--- config.mk ---
export PLATFORM = sky130hd
export DESIGN_NAME = multicycle_control_unit
export DESIGN_NICKNAME = d
export VERILOG_FILES = /design/src/rtl/multicycle_control_unit.sv
export SDC_FILE = /design/constraint.sdc
export NUM_CORES = 1
export LEC_CHECK = 0
export BUFFER_PORTS_ARGS = -buffer_cell sky130_fd_sc_hd__buf_2
export CELL_PAD_IN_SITES_DETAIL_PLACEMENT = 0
export CELL_PAD_IN_SITES_GLOBAL_PLACEMENT = 2
export CORE_UTILIZATION = 20
export CTS_BUF_LIST = sky130_fd_sc_hd__clkbuf_8
export DETAILED_ROUTE_END_ITERATION = 7
export PLACE_DENSITY = 0.85
export SYNTH_ARGS = -nofsm -noshare
export SYNTH_HDL_FRONTEND = slang
export SYNTH_SLANG_ARGS = --single-unit
--- constraint.sdc ---
create_clock -name clk -period 1.3 [get_ports clk]
set_input_delay 0.065 -clock clk [delete_from_list [all_inputs] [get_ports clk]]
set_output_delay 0.065 -clock clk [all_outputs]
set_load 0.005 [all_outputs]
--- src/rtl/multicycle_control_unit.sv ---
// Multicycle ARM-subset control unit: Moore sequencer, NZCV flag register and
// condition evaluation driving a shared-memory, single-ALU datapath.
`timescale 1ns/1ps
module multicycle_control_unit #(
    parameter int unsigned ALU_CTRL_W = 2,
    parameter bit          COND_EN    = 1'b1
) (
    input  logic                  clk,
    input  logic                  rst_n,
    input  logic [31:0]           Instr,
    input  logic [3:0]            ALUFlags,
    output logic                  PCWrite,
    output logic                  AdrSrc,
    output logic                  MemWrite,
    output logic                  IRWrite,
    output logic [1:0]            ResultSrc,
    output logic                  ALUSrcA,
    output logic [1:0]            ALUSrcB,
    output logic [ALU_CTRL_W-1:0] ALUControl,
    output logic [1:0]            ImmSrc,
    output logic                  RegWrite,
    output logic [1:0]            RegSrc,
    output logic [3:0]            Flags,
    output logic                  Illegal
);

    localparam int unsigned OP_W = 3;
    localparam logic [OP_W-1:0] ALU_ADD = 3'd0;
    localparam logic [OP_W-1:0] ALU_SUB = 3'd1;
    localparam logic [OP_W-1:0] ALU_AND = 3'd2;
    localparam logic [OP_W-1:0] ALU_ORR = 3'd3;
    localparam logic [OP_W-1:0] ALU_EOR = 3'd4;
    localparam logic [OP_W-1:0] ALU_MOV = 3'd5;

    typedef enum logic [3:0] {
        S_FETCH, S_DECODE, S_MEMADR, S_MEMRD, S_MEMWB,
        S_MEMWR, S_EXECR, S_EXECI, S_ALUWB, S_BRANCH
    } state_t;

    state_t          state, state_n;
    logic            cond_ex;
    logic            cond_pass;
    logic [OP_W-1:0] dp_op, alu_op;
    logic            dp_legal, is_cmp, is_arith;
    logic            pcw_c, memw_c, irw_c, regw_c;

    logic [3:0] cond;
    logic [1:0] op;
    logic       i_bit, s_bit;
    logic [3:0] cmd;
    logic       unused_instr;

    assign cond   = Instr[31:28];
    assign op     = Instr[27:26];
    assign i_bit  = Instr[25];
    assign cmd    = Instr[24:21];
    assign s_bit  = Instr[20];
    assign ImmSrc = Instr[27:26];
    assign unused_instr = ^Instr[19:0];

    // Data-processing opcode decode; EOR/MOV exist only with the wide ALU control
    always_comb begin
        dp_op    = ALU_ADD;
        dp_legal = 1'b1;
        is_cmp   = 1'b0;
        is_arith = 1'b0;
        case (cmd)
            4'b0100: begin dp_op = ALU_ADD; is_arith = 1'b1; end
            4'b0010: begin dp_op = ALU_SUB; is_arith = 1'b1; end
            4'b0000: dp_op = ALU_AND;
            4'b1100: dp_op = ALU_ORR;
            4'b1010: begin dp_op = ALU_SUB; is_arith = 1'b1; is_cmp = 1'b1; end
            4'b0001: begin dp_op = ALU_EOR; dp_legal = (ALU_CTRL_W >= 3); end
            4'b1101: begin dp_op = ALU_MOV; dp_legal = (ALU_CTRL_W >= 3); end
            default: dp_legal = 1'b0;
        endcase
    end

    // Condition evaluation against the current flag register
    always_comb begin
        cond_pass = 1'b0;
        case (cond)
            4'b0000: cond_pass = Flags[2];
            4'b0001: cond_pass = ~Flags[2];
            4'b0010: cond_pass = Flags[1];
            4'b0011: cond_pass = ~Flags[1];
            4'b0100: cond_pass = Flags[3];
            4'b0101: cond_pass = ~Flags[3];
            4'b0110: cond_pass = Flags[0];
            4'b0111: cond_pass = ~Flags[0];
            4'b1000: cond_pass = Flags[1] & ~Flags[2];
            4'b1001: cond_pass = ~Flags[1] | Flags[2];
            4'b1010: cond_pass = (Flags[3] == Flags[0]);
            4'b1011: cond_pass = (Flags[3] != Flags[0]);
            4'b1100: cond_pass = ~Flags[2] & (Flags[3] == Flags[0]);
            4'b1101: cond_pass = Flags[2] | (Flags[3] != Flags[0]);
            4'b1110: cond_pass = 1'b1;
            default: cond_pass = 1'b0;
        endcase
        if (!COND_EN) cond_pass = 1'b1;
    end

    always_ff @(posedge clk or negedge rst_n) begin
        if (!rst_n) state <= S_FETCH;
        else        state <= state_n;
    end

    // CondEx is captured once per instruction, before any flag write of its own
    always_ff @(posedge clk or negedge rst_n) begin
        if (!rst_n)                 cond_ex <= 1'b0;
        else if (state == S_DECODE) cond_ex <= cond_pass;
    end

    // NZ always written on update; CV only by arithmetic ops, held otherwise
    always_ff @(posedge clk or negedge rst_n) begin
        if (!rst_n) begin
            Flags <= 4'b0000;
        end else if ((state == S_EXECR || state == S_EXECI) && cond_ex && (s_bit || is_cmp)) begin
            Flags[3:2] <= ALUFlags[3:2];
            if (is_arith) Flags[1:0] <= ALUFlags[1:0];
        end
    end

    always_comb begin
        state_n   = state;
        pcw_c     = 1'b0;
        memw_c    = 1'b0;
        irw_c     = 1'b0;
        regw_c    = 1'b0;
        AdrSrc    = 1'b0;
        ResultSrc = 2'b00;
        ALUSrcA   = 1'b0;
        ALUSrcB   = 2'b00;
        alu_op    = ALU_ADD;
        RegSrc    = 2'b00;
        Illegal   = 1'b0;
        case (state)
            S_FETCH: begin
                irw_c     = 1'b1;
                pcw_c     = 1'b1;
                ALUSrcA   = 1'b1;
                ALUSrcB   = 2'b10;
                ResultSrc = 2'b10;
                state_n   = S_DECODE;
            end
            S_DECODE: begin
                ALUSrcA   = 1'b1;
                ALUSrcB   = 2'b10;
                ResultSrc = 2'b10;
                case (op)
                    2'b01: state_n = S_MEMADR;
                    2'b10: state_n = S_BRANCH;
                    2'b00: begin
                        if (!dp_legal) begin
                            Illegal = 1'b1;
                            state_n = S_FETCH;
                        end else begin
                            state_n = i_bit ? S_EXECI : S_EXECR;
                        end
                    end
                    default: begin
                        Illegal = 1'b1;
                        state_n = S_FETCH;
                    end
                endcase
            end
            S_MEMADR: begin
                ALUSrcB = 2'b01;
                state_n = s_bit ? S_MEMRD : S_MEMWR;
            end
            S_MEMRD: begin
                AdrSrc  = 1'b1;
                state_n = S_MEMWB;
            end
            S_MEMWB: begin
                ResultSrc = 2'b01;
                regw_c    = cond_ex;
                state_n   = S_FETCH;
            end
            S_MEMWR: begin
                AdrSrc  = 1'b1;
                memw_c  = cond_ex;
                RegSrc  = 2'b10;
                state_n = S_FETCH;
            end
            S_EXECR: begin
                alu_op  = dp_op;
                state_n = S_ALUWB;
            end
            S_EXECI: begin
                ALUSrcB = 2'b01;
                alu_op  = dp_op;
                state_n = S_ALUWB;
            end
            S_ALUWB: begin
                regw_c  = cond_ex & ~is_cmp;
                state_n = S_FETCH;
            end
            S_BRANCH: begin
                ALUSrcB   = 2'b01;
                ResultSrc = 2'b10;
                RegSrc    = 2'b01;
                pcw_c     = cond_ex;
                state_n   = S_FETCH;
            end
            default: state_n = S_FETCH;
        endcase
    end

    assign ALUControl = ALU_CTRL_W'(alu_op);

    // Enables are held off for the whole reset assertion, not just after the edge
    assign PCWrite  = pcw_c  & rst_n;
    assign IRWrite  = irw_c  & rst_n;
    assign RegWrite = regw_c & rst_n;
    assign MemWrite = memw_c & rst_n;

endmodule

# Word-level counts from Yosys, hierarchy flattened
# Cells that the tools add are included.
# classes
eq_ne	33
mux	23
n_bitwise	14
reduce_logical	18
# op_table
cell	count
$eq 4x4->1 const B	12
$eq 4x3->1 const B	9
$eq 4x2->1 const B	5
$pmux 4 s5	1
$pmux 1 s15	1
$eq 4x1->1 const B	3
$logic_not 4->1	3
$pmux 2 s2	3
$pmux 4 s3	1
$mux 1	10
$pmux 2 s5	1
$reduce_or 2->1	5
$reduce_or 3->1	3
$and 1x1->1	7
$mux 3	2
$pmux 1 s2	3
$not 1->1	5
$reduce_or 5->1	1
$eq 2x1->1 const B	1
$eq 2x2->1 const B	1
$logic_and 1x1->1	2
$logic_not 2->1	1
$logic_or 1x1->1	2
$mux 2	1
4 further kinds	5
# word_totals
regBits	9
inputBits	38
out_inout_bits	21
elab_cells	92

# Logic depth before layout (Yosys ltp)
# Gate-level depths: netlist of run 1.
# depth
ltp_word	6
ltp_mapped	7
mapped_depth_nobuf	7

# Least setup slack after synthesis of run 1
# Ideal clock, no wire load.
# synth_timing
path_kind	register to register
startpoint	register state[2]
endpoint	register cond_ex
setup_ps	143
arrival_ps	1288
required_ps	1157
setup_slack_ps	-131
path_stages_with_launch	6
n_path_buf	1
synth_period_minus_slack_ps	1431
path_cell_list	dfrtp_1 > buf_2 > nor3_2 > o21ai_0 > a2111oi_0 > a31oi_1
# synth_via
elab_chain_len	1
# synth_lines
item	line	source
start, declared	40	state_t state, state_n;
start signal, assigned	105	else state <= state_n;
$eq 4x1->1	111	else if (state == S_DECODE) cond_ex <= cond_pass;
end signal, assigned	111	
end, declared	41	logic cond_ex;
# Every way passes these cells.
# A chain may end at the register's enable or synchronous reset.

# Final worst setup path of run 1
# layout_timing
startpoint	register state[2]
endpoint	register Flags[2]
# layout_via
elab_chain_len	4
word_cells_on_any_way	5
cone_classes	eq/ne: 2; reduce/logical: 3
# layout_lines
item	line	source
$eq 4x3->1	118	end else if ((state == S_EXECR || state == S_EXECI) && cond_ex && (s_bit || is_cmp)) begin
$logic_or 1x1->1 *	118	
$logic_and 1x1->1 * (2 in a row)	118	
end signal, assigned	119	Flags[3:2] <= ALUFlags[3:2];
end, declared	23	output logic [3:0] Flags,
# Mark *: on every way between the ends. The rest lies on a longest branch, timed or not.

==> results of run 1 <==
-- worst max-delay path: cells and delay by family, from the launching register on --
family	cells	cell delay, ns
buffers and inverters	3	0.30
muxes	1	0.37
DFF	1	0.40
and+or+nand+nor	1	0.12
AOI/OAI and AO/OA	1	0.15
-- cells in the final DEF (no fill, tap or decap), drive strengths merged, types with 2 or more instances in the layout --
cell type	n
clkbuf	3
buf	67
mux2	4
inv	10
nand3b	4
o22ai	2
nand4	2
ha	3
mux2i	4
dfrtp	9
nor2	10
a2111oi	2
o21ai	9
nor3b	2
nand2	12
nor3	6
nand2b	4
and2	2
a31oi	2
a21oi	5
xnor2	2
nand3	2
and3	2
-- state kept, by name (all words and copies together), names as in the netlist --
register,count
state,4
cond_ex,1
Flags,4
-- Yosys cell counts, types with 3 or more instances --
master / n
sky130_fd_sc_hd__nand2_1: 12
sky130_fd_sc_hd__inv_1: 10
sky130_fd_sc_hd__nor2_1: 10
sky130_fd_sc_hd__dfrtp_1: 9
sky130_fd_sc_hd__o21ai_0: 9
sky130_fd_sc_hd__a21oi_1: 5
sky130_fd_sc_hd__nor3_1: 5
sky130_fd_sc_hd__buf_4: 4
sky130_fd_sc_hd__mux2_2: 4
sky130_fd_sc_hd__mux2i_1: 4
sky130_fd_sc_hd__nand3b_1: 4
sky130_fd_sc_hd__buf_2: 3
sky130_fd_sc_hd__ha_1: 3
sky130_fd_sc_hd__nand2b_1: 3
-- cell type report --
cell class	count	area [um2]
inverter	10	37.5
clock buffer	3	41.3
sequential	9	228
timing repair buffer	68	457
multi-input combinational	94	748
clock inverter	1	5.00
tap	52	65.1
fill	476	2830
-- how the worst max path moves through the flow --
| stage | cells after the start | endpoint | startpoint | slack (ns) |
|---|---|---|---|---|
| after CTS | 6 | Flags[3] | state[2] | -0.13 |
| after global routing | 5 | ALUControl[1] | state[2] | -0.20 |
| after floorplan | 5 | cond_ex | state[3] | -0.08 |
| final | 6 | Flags[2] | state[2] | -0.14 |
| after detailed placement | 5 | cond_ex | Flags[3] | -0.15 |
| after global placement | 4 | cond_ex | Flags[0] | -0.12 |
-- kinds of logic (layout without fill, tap and decap cells) --
logic type               Yosys count  after routing  share of synthesized area, %
AO/OA/AOI/OAI                     27             27                          18.9
XOR/XNOR                           3              3                          2.82
adder cells (fa/ha/maj)            3              3                          4.03
buffers and inverters             18             82                          9.26
flip-flops                         9              9                          24.2
multiplexers                       8              8                          9.13
AND/OR/NAND/NOR                   53             53                          31.7
-- timing repair --
action                                  CTS  global route
gates resized for setup                  26            17
buffers inserted                          6             4
endpoints found under the hold margin     9             0
pin swaps                                 6             7
endpoints found under the setup margin   16            20
hold buffers                              1             0
-- per-layer routing --
| layer | GRT usage [%] | part of all wire (%) |
|---|---|---|
| met5 | 0 | 0 |
| met2 | 17.9 | 47 |
| met1 | 16.0 | 49 |
| met3 | 1.30 | 2.9 |
| met4 | 5.33 | 0.95 |
-- stage by stage --
stage / hold WS (ns) / utilization [%] / worst slack, ns / cell area [um2] / power, W
floorplan: -0.231 / - / -0.0837 / 948 / 0.00139
global placement: -0.0440 / 29.3 / -0.115 / 1290 / 0.00206
detailed placement: -0.0403 / 29.3 / -0.155 / 1290 / 0.00207
CTS: 0.0552 / 33.9 / -0.130 / 1500 / 0.00287
global route: 0.0648 / 35.8 / -0.196 / 1580 / 0.00325
finish: 0.0575 / 35.8 / -0.141 / 1580 / 0.00303
-- power groups by stage --
| stage | sequential [W] | combinational, W | clock (W) |
|---|---|---|---|
| floorplan | 0.000499 | 0.000895 | 0 |
| global placement | 0.000536 | 0.00152 | 0 |
| detailed placement | 0.000542 | 0.00153 | 0 |
| CTS | 0.000535 | 0.00199 | 0.000344 |
| global route | 0.000558 | 0.00234 | 0.000352 |
| finish | 0.000539 | 0.00216 | 0.000331 |
==> run_summary.xml, run 1 <==
<?xml version="1.0" encoding="UTF-8"?>
<metrics>
  <group name="clock_network">
    <metric name="cts_tree" unit="">done</metric>
    <metric name="cts.reportedPaths.clkPinSlew" unit="ns">0.05</metric>
    <metric name="clk_latency" unit="ns">0.24</metric>
    <metric name="cts.root.buffer_cell" unit="">sky130_fd_sc_hd__clkbuf_8</metric>
    <metric name="number_of_buffers_added_by_the_clock_tree_synthesis_step" unit="">3</metric>
    <metric name="cts_buffer_depth" unit="">2</metric>
    <metric name="htree_levels" unit="">1</metric>
    <metric name="cts.sink_count" unit="">9</metric>
  </group>
  <group name="die">
    <metric name="initial_utilization" unit="%">21.1</metric>
    <metric name="ios" unit="">59</metric>
    <metric name="floorplan.die.height" unit="um">70.3</metric>
    <metric name="standard_cell_rows" unit="">24</metric>
    <metric name="die-area" unit="um2">4940</metric>
    <metric name="std_cell_core_area" unit="um2">4410</metric>
    <metric name="die_x" unit="um">70.3</metric>
  </group>
  <group name="synthesis">
    <metric name="yosysTopAreaCell" unit="">sky130_fd_sc_hd__dfrtp_1</metric>
    <metric name="synth.avg_cell_area" unit="um2">7.70</metric>
    <metric name="synth-seq-cells" unit="">9</metric>
    <metric name="gate_count_post_synth" unit="">121</metric>
    <metric name="mappedNetlistNets" unit="">162</metric>
    <metric name="synth_flop_cell" unit="">sky130_fd_sc_hd__dfrtp_1</metric>
    <metric name="synth.top_cells.by_area" unit="">sky130_fd_sc_hd__dfrtp_1 24%, sky130_fd_sc_hd__o21ai_0 4.8%, sky130_fd_sc_hd__mux2_2 4.8%, sky130_fd_sc_hd__nand2_1 4.8%, sky130_fd_sc_hd__mux2i_1 4.3%</metric>
    <metric name="synth.top_cell.area_share" unit="%">24.2</metric>
    <metric name="ys_async_sr_fraction" unit="%">100</metric>
    <metric name="synth_cell_types" unit="">42</metric>
    <metric name="yosys_warnings" unit="">0</metric>
    <metric name="synth_edf_count" unit="">0</metric>
    <metric name="mappedNetlistArea" unit="um2">932</metric>
    <metric name="synth_sequential_area_ratio" unit="%">24.2</metric>
  </group>
  <group name="worst_hold_path">
    <metric name="hold_path_depth" unit="">2</metric>
    <metric name="holdCritStartpoint" unit="">ALUFlags[2]</metric>
    <metric name="hold_end" unit="">Flags[2]</metric>
    <metric name="hp_class" unit="">in -&gt; reg</metric>
  </group>
  <group name="placement">
    <metric name="placement.io_buffers" unit="">38</metric>
    <metric name="globalplace.congestion" unit="">0.891</metric>
    <metric name="post-dp-hpwl" unit="um">2130</metric>
    <metric name="place_inst" unit="">222</metric>
  </group>
  <group name="route">
    <metric name="remaining_drc_errors" unit="">0</metric>
    <metric name="detailroute.via_count" unit="">1101</metric>
    <metric name="drt_wirelength" unit="um">2840</metric>
    <metric name="routedWlPerCell" unit="um">12.0</metric>
    <metric name="drtAntennaViolNets" unit="">0</metric>
    <metric name="firstDrtPassIters" unit="">4</metric>
    <metric name="vias_per_cell" unit="">4.65</metric>
    <metric name="drtIter0Drc" unit="">39</metric>
  </group>
  <group name="setup_path">
    <metric name="critical_path.max_fanout" unit="">4</metric>
    <metric name="cp_data_arrival_time" unit="ns">1.56</metric>
    <metric name="worst_r2r_startpoint" unit="">state[2]</metric>
    <metric name="cp-start-kind" unit="">register</metric>
    <metric name="critPathCaptureType" unit="">register</metric>
    <metric name="worst-endpoint-required" unit="ns">1.42</metric>
    <metric name="reg2reg_depth" unit="">6</metric>
    <metric name="worst_path_most_repeated_cell" unit="">sky130_fd_sc_hd__buf_6</metric>
    <metric name="timing.reg2reg.setup_slack" unit="ns">-0.14</metric>
    <metric name="worst_path_max_delay_cell" unit="">sky130_fd_sc_hd__dfrtp_1</metric>
    <metric name="crit_path_cells" unit="">buf_6 -&gt; nand3b_1 -&gt; buf_6 -&gt; inv_2 -&gt; o211ai_1 -&gt; mux2_2</metric>
    <metric name="timing.setup.critical_path_class" unit="">reg -&gt; reg</metric>
    <metric name="critical-path-max-stage-delay" unit="ns">0.40</metric>
    <metric name="r2r-end" unit="">Flags[2]</metric>
  </group>
  <group name="sta">
    <metric name="period_needed" unit="ns">1.44</metric>
    <metric name="report.final.setup_viol" unit="">12</metric>
    <metric name="fin_tns_setup" unit="ns">-1.07</metric>
    <metric name="max_clock_freq" unit="GHz">0.694</metric>
    <metric name="period_share" unit="%">111</metric>
    <metric name="fin_hold_viols" unit="">0</metric>
    <metric name="skew" unit="ns">0.00458</metric>
    <metric name="post-route-worst-setup-slack" unit="ns">-0.141</metric>
    <metric name="slew-limit-headroom" unit="%">68.3</metric>
    <metric name="grt_setup_unrepaired" unit="">true</metric>
    <metric name="max_slew.worst_pin.slew" unit="ns">0.474</metric>
    <metric name="maxSlewViolCount" unit="">0</metric>
  </group>
  <group name="power_and_ir_drop">
    <metric name="internal_power" unit="W">0.00182</metric>
    <metric name="cellPowerDensity" unit="nW/um2">1910</metric>
    <metric name="p_comb_share" unit="%">71.2</metric>
    <metric name="switching_share" unit="%">39.9</metric>
    <metric name="leakage" unit="nW">0.772</metric>
    <metric name="power_frac_seq" unit="%">17.8</metric>
    <metric name="power.ir.vdd_worst" unit="uV">536</metric>
    <metric name="netSwitchingPower" unit="W">0.00121</metric>
    <metric name="power_frac_clock" unit="%">10.9</metric>
  </group>
  <group name="global_routing">
    <metric name="maximum_number_of_pins_on_one_net_before_global_route_repair" unit="">13</metric>
    <metric name="grt_first_pass_wirelength" unit="um">4560</metric>
    <metric name="grt_remaining_overflow" unit="">0</metric>
    <metric name="via_count_of_the_first_global_routing_pass" unit="">1018</metric>
    <metric name="track_usage" unit="%">11.6</metric>
    <metric name="antenna_found_initial" unit="">0</metric>
  </group>
  <group name="run_status">
    <metric name="violations_in_the_final_reports" unit="">setup timing</metric>
    <metric name="run_status" unit="">finished with violations</metric>
  </group>
  <group name="final_layout">
    <metric name="layout-drive-gt1-share" unit="%">55.1</metric>
    <metric name="fin_nets" unit="">227</metric>
    <metric name="area_growth_syn_to_layout" unit="%">69.7</metric>
    <metric name="instances_no_fill" unit="">237</metric>
    <metric name="antenna-diode-count" unit="">0</metric>
  </group>
  <group name="run">
    <metric name="timing.max_cap.violations" unit="">0</metric>
  </group>
</metrics>
No activity file was read; power rests on OpenSTA's default activity.
==> inputs of run 2 (changes only) <==
Settings changed: CORE_MARGIN from default to 2.
==> run 2 against run 1 <==
The flow still finishes with violations (setup timing). Worst setup slack better by 0.029 ns. Utilization fell by 0.20 points. Sequential power shrank 1%. First-iteration DRC count is 21% higher. Sequential share of layout area barely moved. Critical path type unchanged. Largest power group unchanged. Highest routed layer unchanged.
==> run_summary.xml, run 2 (synthesis results as in run 1) <==
<?xml version="1.0" encoding="UTF-8"?>
<metrics>
  <group name="power_and_ir_drop">
    <metric name="power.ir.vdd_worst" unit="uV">507</metric>
    <metric name="leakage" unit="nW">0.769</metric>
    <metric name="cellPowerDensity" unit="nW/um2">1910</metric>
  </group>
  <group name="sta">
    <metric name="maxSlewViolCount" unit="">0</metric>
    <metric name="report.final.setup_viol" unit="">12</metric>
    <metric name="slew-limit-headroom" unit="%">68.8</metric>
    <metric name="period_needed" unit="ns">1.41</metric>
    <metric name="grt_setup_unrepaired" unit="">true</metric>
    <metric name="post-route-worst-setup-slack" unit="ns">-0.112</metric>
    <metric name="worst_slack_on_hold_paths" unit="ns">0.0611</metric>
    <metric name="fin_hold_viols" unit="">0</metric>
    <metric name="max_slew.worst_pin.slew" unit="ns">0.466</metric>
    <metric name="period_share" unit="%">109</metric>
    <metric name="max_clock_freq" unit="GHz">0.708</metric>
    <metric name="skew" unit="ns">0.00617</metric>
  </group>
  <group name="setup_path">
    <metric name="timing.setup.critical_path_class" unit="">reg -&gt; reg</metric>
    <metric name="cp-start-kind" unit="">register</metric>
    <metric name="startpoint" unit="">state[2]</metric>
    <metric name="critPathCaptureType" unit="">register</metric>
    <metric name="timing.reg2reg.setup_slack" unit="ns">-0.11</metric>
    <metric name="setup.worst_path.end" unit="">Flags[3]</metric>
    <metric name="reg2reg_depth" unit="">6</metric>
    <metric name="cp_data_arrival_time" unit="ns">1.53</metric>
    <metric name="r2r-end" unit="">Flags[3]</metric>
    <metric name="worst-endpoint-required" unit="ns">1.42</metric>
    <metric name="worst_r2r_startpoint" unit="">state[2]</metric>
    <metric name="critical_path.max_fanout" unit="">4</metric>
  </group>
  <group name="die">
    <metric name="initial_utilization" unit="%">21.1</metric>
    <metric name="die-area" unit="um2">5220</metric>
    <metric name="standard_cell_rows" unit="">24</metric>
    <metric name="die_x" unit="um">72.3</metric>
    <metric name="floorplan.die.height" unit="um">72.3</metric>
    <metric name="std_cell_core_area" unit="um2">4410</metric>
    <metric name="ios" unit="">59</metric>
  </group>
  <group name="final_layout">
    <metric name="antenna-diode-count" unit="">0</metric>
    <metric name="layout_common_cells" unit="">37 x sky130_fd_sc_hd__buf_2, 19 x sky130_fd_sc_hd__buf_4, 12 x sky130_fd_sc_hd__nand2_1</metric>
    <metric name="fill_cells" unit="">466</metric>
    <metric name="fin_nets" unit="">226</metric>
    <metric name="layout-drive-gt1-share" unit="%">52.2</metric>
    <metric name="area_growth_syn_to_layout" unit="%">68.7</metric>
    <metric name="post-route-util" unit="%">35.6</metric>
    <metric name="reg.largest.list" unit="">Flags: 4 flops, state: 4 flops, cond_ex: 1 flops</metric>
    <metric name="layout.cell_area.non_filler" unit="um2">1570</metric>
    <metric name="leading_cell_type_in_the_layout_fill_and_taps_excluded" unit="">sky130_fd_sc_hd__buf_2</metric>
  </group>
  <group name="worst_hold_path">
    <metric name="hp_class" unit="">in -&gt; reg</metric>
    <metric name="holdCritStartpoint" unit="">ALUFlags[2]</metric>
  </group>
  <group name="placement">
    <metric name="dpl-instance-area" unit="um2">1290</metric>
    <metric name="placement.io_buffers" unit="">38</metric>
    <metric name="placement.setup.worst_slack" unit="ns">-0.138</metric>
    <metric name="globalplace.congestion" unit="">0.887</metric>
    <metric name="post-dp-hpwl" unit="um">2090</metric>
  </group>
  <group name="route">
    <metric name="drtAntennaViolNets" unit="">0</metric>
    <metric name="drtIter0Drc" unit="">47</metric>
    <metric name="firstDrtPassIters" unit="">4</metric>
    <metric name="routedWlPerCell" unit="um">11.7</metric>
    <metric name="remaining_drc_errors" unit="">0</metric>
    <metric name="vias_per_cell" unit="">4.52</metric>
    <metric name="detailroute.via_count" unit="">1066</metric>
    <metric name="drt_wirelength" unit="um">2770</metric>
  </group>
  <group name="global_routing">
    <metric name="via_count_of_the_first_global_routing_pass" unit="">1030</metric>
    <metric name="grt_first_pass_wirelength" unit="um">4630</metric>
    <metric name="track_usage" unit="%">11.2</metric>
    <metric name="grt_remaining_overflow" unit="">0</metric>
    <metric name="maximum_number_of_pins_on_one_net_before_global_route_repair" unit="">13</metric>
    <metric name="antenna_found_initial" unit="">0</metric>
  </group>
  <group name="clock_network">
    <metric name="cts.reportedPaths.clkPinSlew" unit="ns">0.05</metric>
    <metric name="htree_levels" unit="">1</metric>
    <metric name="cts_buffer_depth" unit="">2</metric>
    <metric name="cts.sink_count" unit="">9</metric>
    <metric name="cts_tree" unit="">done</metric>
    <metric name="number_of_buffers_added_by_the_clock_tree_synthesis_step" unit="">3</metric>
    <metric name="cts.root.buffer_cell" unit="">sky130_fd_sc_hd__clkbuf_8</metric>
    <metric name="clk_latency" unit="ns">0.23</metric>
  </group>
  <group name="run">
    <metric name="timing.max_cap.violations" unit="">0</metric>
  </group>
  <group name="run_status">
    <metric name="run_status" unit="">finished with violations</metric>
    <metric name="violations_in_the_final_reports" unit="">setup timing</metric>
  </group>
</metrics>
[run 2: cell count changes in the layout (fill, tap and decap cells not counted), sizes merged]
cell    delta
clkinv     -1
inv        +1
buf        -1
[run 2: timing repair]
action                                 in CTS  in global routing
hold buffers                                1                  0
setup buffers                               7                  2
setup endpoints to repair                  17                 19
resized for setup                          26                 13
endpoints found under the hold margin       9                  0
pin swaps                                   8                  6
[run 2: report_power, final]
| part | switching, W | leakage (nW) | internal, W | total, W |
|---|---|---|---|---|
| Combinational | 0.000923 | 0.626 | 0.00124 | 0.00216 |
| Sequential | 0.000133 | 0.117 | 0.000400 | 0.000532 |
| Clock | 0.000113 | 0.0269 | 0.000206 | 0.000319 |
[run 2: how the worst min path moves through the flow]
stage / endpoint / slack (ns) / cells past startpoint
2_1_floorplan: Flags[0] / -0.23 / 0
3_3_place_gp: cond_ex / -0.04 / 1
3_5_place_dp: cond_ex / -0.04 / 1
4_1_cts: Flags[2] / 0.06 / 2
5_1_grt: Flags[2] / 0.06 / 2
6_report: Flags[2] / 0.06 / 2
[run 2: area by class of cell]
type | count | area [um2] | share of cell area, %
Clock buffer | 3 | 41.3 | 2.63
Clock inverter | 1 | 3.75 | 0.239
Inverter | 10 | 37.5 | 2.39
Multi-Input combinational cell | 94 | 731 | 46.5
Sequential cell | 9 | 226 | 14.4
Tap cell | 52 | 65.1 | 4.14
Timing Repair Buffer | 67 | 468 | 29.8
[run 2: through the flow]
step,total power [W],std cells,setup TNS (ns)
5_1_grt,0.00327,236,-2.22
4_1_cts,0.00281,234,-0.971
6_report,0.00301,236,-0.833
3_3_place_gp,0.00206,222,-0.586
2_1_floorplan,0.00139,121,-0.217
3_5_place_dp,0.00207,222,-0.608
[run 2: critical path, cell delays in order (launching register included)]
cell                       delay (ns)
sky130_fd_sc_hd__dfrtp_1         0.40
sky130_fd_sc_hd__buf_6           0.13
sky130_fd_sc_hd__nand3b_1        0.11
sky130_fd_sc_hd__buf_6           0.13
sky130_fd_sc_hd__inv_2           0.03
sky130_fd_sc_hd__o211ai_1        0.13
sky130_fd_sc_hd__mux2_2          0.37
[run 2: per-layer routing]
layer / up-vias / wire length, um / global-route usage [%]
li1: 551 / - / -
met1: 485 / 1330 / 15.5
met2: 26 / 1300 / 17.3
met3: 4 / 94 / 1.53
met4: 0 / 40 / 5.24
met5: - / 0 / 0
==> inputs of run 3 (changes only) <==
Settings changed: PLACE_DENSITY 0.85 to default, PLACE_DENSITY_LB_ADDON from default to 0.1.
==> run 3 against run 2 <==
The run still ends with setup timing left. Fmax rose by 0.23%. Utilization fell by 0.51 points. Clock power barely moved. Register-to-register slack barely moved. Largest cell class unchanged. Largest power group unchanged.
==> run_summary.xml, run 3 (synthesis results as in run 1) <==
<?xml version="1.0" encoding="UTF-8"?>
<metrics>
  <group name="run_status">
    <metric name="run_status" unit="">finished with violations</metric>
    <metric name="violations_in_the_final_reports" unit="">setup timing</metric>
  </group>
  <group name="clock_network">
    <metric name="cts.sink_count" unit="">9</metric>
    <metric name="clk_latency" unit="ns">0.23</metric>
    <metric name="htree_levels" unit="">1</metric>
    <metric name="number_of_buffers_added_by_the_clock_tree_synthesis_step" unit="">3</metric>
    <metric name="cts.reportedPaths.clkPinSlew" unit="ns">0.05</metric>
    <metric name="cts_buffer_depth" unit="">2</metric>
    <metric name="cts_tree" unit="">done</metric>
    <metric name="cts.root.buffer_cell" unit="">sky130_fd_sc_hd__clkbuf_8</metric>
  </group>
  <group name="final_layout">
    <metric name="antenna-diode-count" unit="">0</metric>
    <metric name="post-route-util" unit="%">35.1</metric>
    <metric name="reg.largest.list" unit="">Flags: 4 flops, state: 4 flops, cond_ex: 1 flops</metric>
    <metric name="leading_cell_type_in_the_layout_fill_and_taps_excluded" unit="">sky130_fd_sc_hd__buf_2</metric>
    <metric name="layout-drive-gt1-share" unit="%">52.7</metric>
    <metric name="fin_nets" unit="">226</metric>
    <metric name="layout_common_cells" unit="">38 x sky130_fd_sc_hd__buf_2, 21 x sky130_fd_sc_hd__buf_4, 12 x sky130_fd_sc_hd__nand2_1</metric>
    <metric name="area_growth_syn_to_layout" unit="%">66.3</metric>
    <metric name="layout.cell_area.non_filler" unit="um2">1550</metric>
  </group>
  <group name="power_and_ir_drop">
    <metric name="cellPowerDensity" unit="nW/um2">1830</metric>
    <metric name="power.ir.vdd_worst" unit="uV">504</metric>
    <metric name="totalPowerFinal" unit="W">0.00284</metric>
    <metric name="leakage" unit="nW">0.764</metric>
  </group>
  <group name="sta">
    <metric name="max_slew.worst_pin.slew" unit="ns">0.464</metric>
    <metric name="slew-limit-headroom" unit="%">69.0</metric>
    <metric name="report.final.setup_viol" unit="">13</metric>
    <metric name="grt_setup_unrepaired" unit="">true</metric>
    <metric name="max_clock_freq" unit="GHz">0.710</metric>
    <metric name="period_needed" unit="ns">1.41</metric>
    <metric name="fin_hold_viols" unit="">0</metric>
    <metric name="period_share" unit="%">108</metric>
    <metric name="worst_slack_on_hold_paths" unit="ns">0.0656</metric>
    <metric name="maxSlewViolCount" unit="">0</metric>
    <metric name="skew" unit="ns">0.00371</metric>
    <metric name="post-route-worst-setup-slack" unit="ns">-0.109</metric>
  </group>
  <group name="die">
    <metric name="floorplan.die.height" unit="um">72.3</metric>
    <metric name="ios" unit="">59</metric>
    <metric name="die-area" unit="um2">5220</metric>
    <metric name="std_cell_core_area" unit="um2">4410</metric>
    <metric name="die_x" unit="um">72.3</metric>
    <metric name="standard_cell_rows" unit="">24</metric>
    <metric name="initial_utilization" unit="%">21.1</metric>
  </group>
  <group name="global_routing">
    <metric name="track_usage" unit="%">11.8</metric>
    <metric name="grt_remaining_overflow" unit="">0</metric>
    <metric name="antenna_found_initial" unit="">0</metric>
    <metric name="grt_first_pass_wirelength" unit="um">4920</metric>
    <metric name="maximum_number_of_pins_on_one_net_before_global_route_repair" unit="">13</metric>
    <metric name="via_count_of_the_first_global_routing_pass" unit="">1104</metric>
  </group>
  <group name="route">
    <metric name="detailroute.via_count" unit="">1105</metric>
    <metric name="drt_wirelength" unit="um">2880</metric>
    <metric name="drtIter0Drc" unit="">13</metric>
    <metric name="vias_per_cell" unit="">4.68</metric>
    <metric name="firstDrtPassIters" unit="">4</metric>
    <metric name="remaining_drc_errors" unit="">0</metric>
    <metric name="drtAntennaViolNets" unit="">0</metric>
    <metric name="routedWlPerCell" unit="um">12.2</metric>
  </group>
  <group name="placement">
    <metric name="placement.setup.worst_slack" unit="ns">-0.174</metric>
    <metric name="placement.io_buffers" unit="">38</metric>
    <metric name="post-dp-hpwl" unit="um">2310</metric>
    <metric name="globalplace.congestion" unit="">0.849</metric>
    <metric name="dpl-instance-area" unit="um2">1310</metric>
  </group>
  <group name="setup_path">
    <metric name="critical_path.n_buffers_inverters" unit="">1</metric>
    <metric name="cp_data_arrival_time" unit="ns">1.52</metric>
    <metric name="timing.setup.critical_path_class" unit="">reg -&gt; reg</metric>
    <metric name="crit_path_cells" unit="">buf_6 -&gt; nor3_4 -&gt; o21ai_2 -&gt; a2111oi_2 -&gt; a31oi_1</metric>
    <metric name="worst-endpoint-required" unit="ns">1.41</metric>
    <metric name="cp-start-kind" unit="">register</metric>
    <metric name="critical_path.max_fanout" unit="">3</metric>
    <metric name="critPathCaptureType" unit="">register</metric>
    <metric name="worst_path_max_delay_cell" unit="">sky130_fd_sc_hd__dfrtp_1</metric>
    <metric name="critical-path-max-stage-delay" unit="ns">0.41</metric>
    <metric name="cell_class_contributing_the_biggest_share_of_worst_path_delay" unit="">compound AO/OA/AOI/OAI gates</metric>
  </group>
  <group name="run">
    <metric name="timing.max_cap.violations" unit="">0</metric>
  </group>
  <group name="worst_hold_path">
    <metric name="hp_class" unit="">in -&gt; reg</metric>
  </group>
</metrics>
==> run 3: cell counts in the layout (fill, tap and decap cells not counted) <==
Identical to the previous run, type by type.
==> run 3: power by group <==
group	total (W)	switching (W)	internal (W)
Sequential	0.000528	0.000128	0.000400
Combinational	0.00200	0.000901	0.00110
Clock	0.000316	0.000110	0.000206
Total	0.00284	0.00114	0.00170
==> run 3: area by class of cell <==
type                       instances  area, um2
clock buffer                       3       41.3
multi-input combinational         94        739
timing repair buffer              67        437
sequential                         9        226
clock inverter                     1       3.75
inverter                          10       37.5
tap                               52       65.1
fill                             471       2860
==> run 3: path summary, 6_finish.rpt <==
path,from,cells after the start,slack (ns),to
min,ALUFlags[3],2,0.07,Flags[3]
max,state[2],5,-0.11,cond_ex
min in group asynchronous,rst_n,2,0.36,cond_ex
max in group asynchronous,rst_n,2,0.60,Flags[3]
max reg2reg,state[2],5,-0.11,cond_ex
min reg2reg,Flags[2],2,0.65,Flags[2]
==> run 3: metrics by stage <==
step | TNS [ns] | instances
final | -0.718 | 236
after global routing | -1.92 | 236
after CTS | -0.844 | 236
after detailed placement | -0.930 | 225
after global placement | -1.02 | 225
after floorplan | -0.217 | 121
==> run 3: timing repair <==
action                                  CTS  global route
buffers inserted                          6             1
endpoints found under the setup margin   15            20
resized for setup                        24            14
pin swaps                                10             6
hold buffers                              1             0
hold endpoints to repair                  9             0
==> run 3: worst reg2reg max path, stage by stage (launching register included) <==
cell and delay (ns):
sky130_fd_sc_hd__dfrtp_1 0.41, sky130_fd_sc_hd__buf_6 0.14, sky130_fd_sc_hd__nor3_4 0.21, sky130_fd_sc_hd__o21ai_2 0.08, sky130_fd_sc_hd__a2111oi_2 0.33, sky130_fd_sc_hd__a31oi_1 0.12
==> run 3: layer usage <==
metal,share of wire [%],up-vias,global-route usage [%]
met1,46,517,15.4
met4,0.66,0,3.35
met2,46,30,19.0
li1,-,556,-
met5,0,-,0
met3,6.8,2,3.33
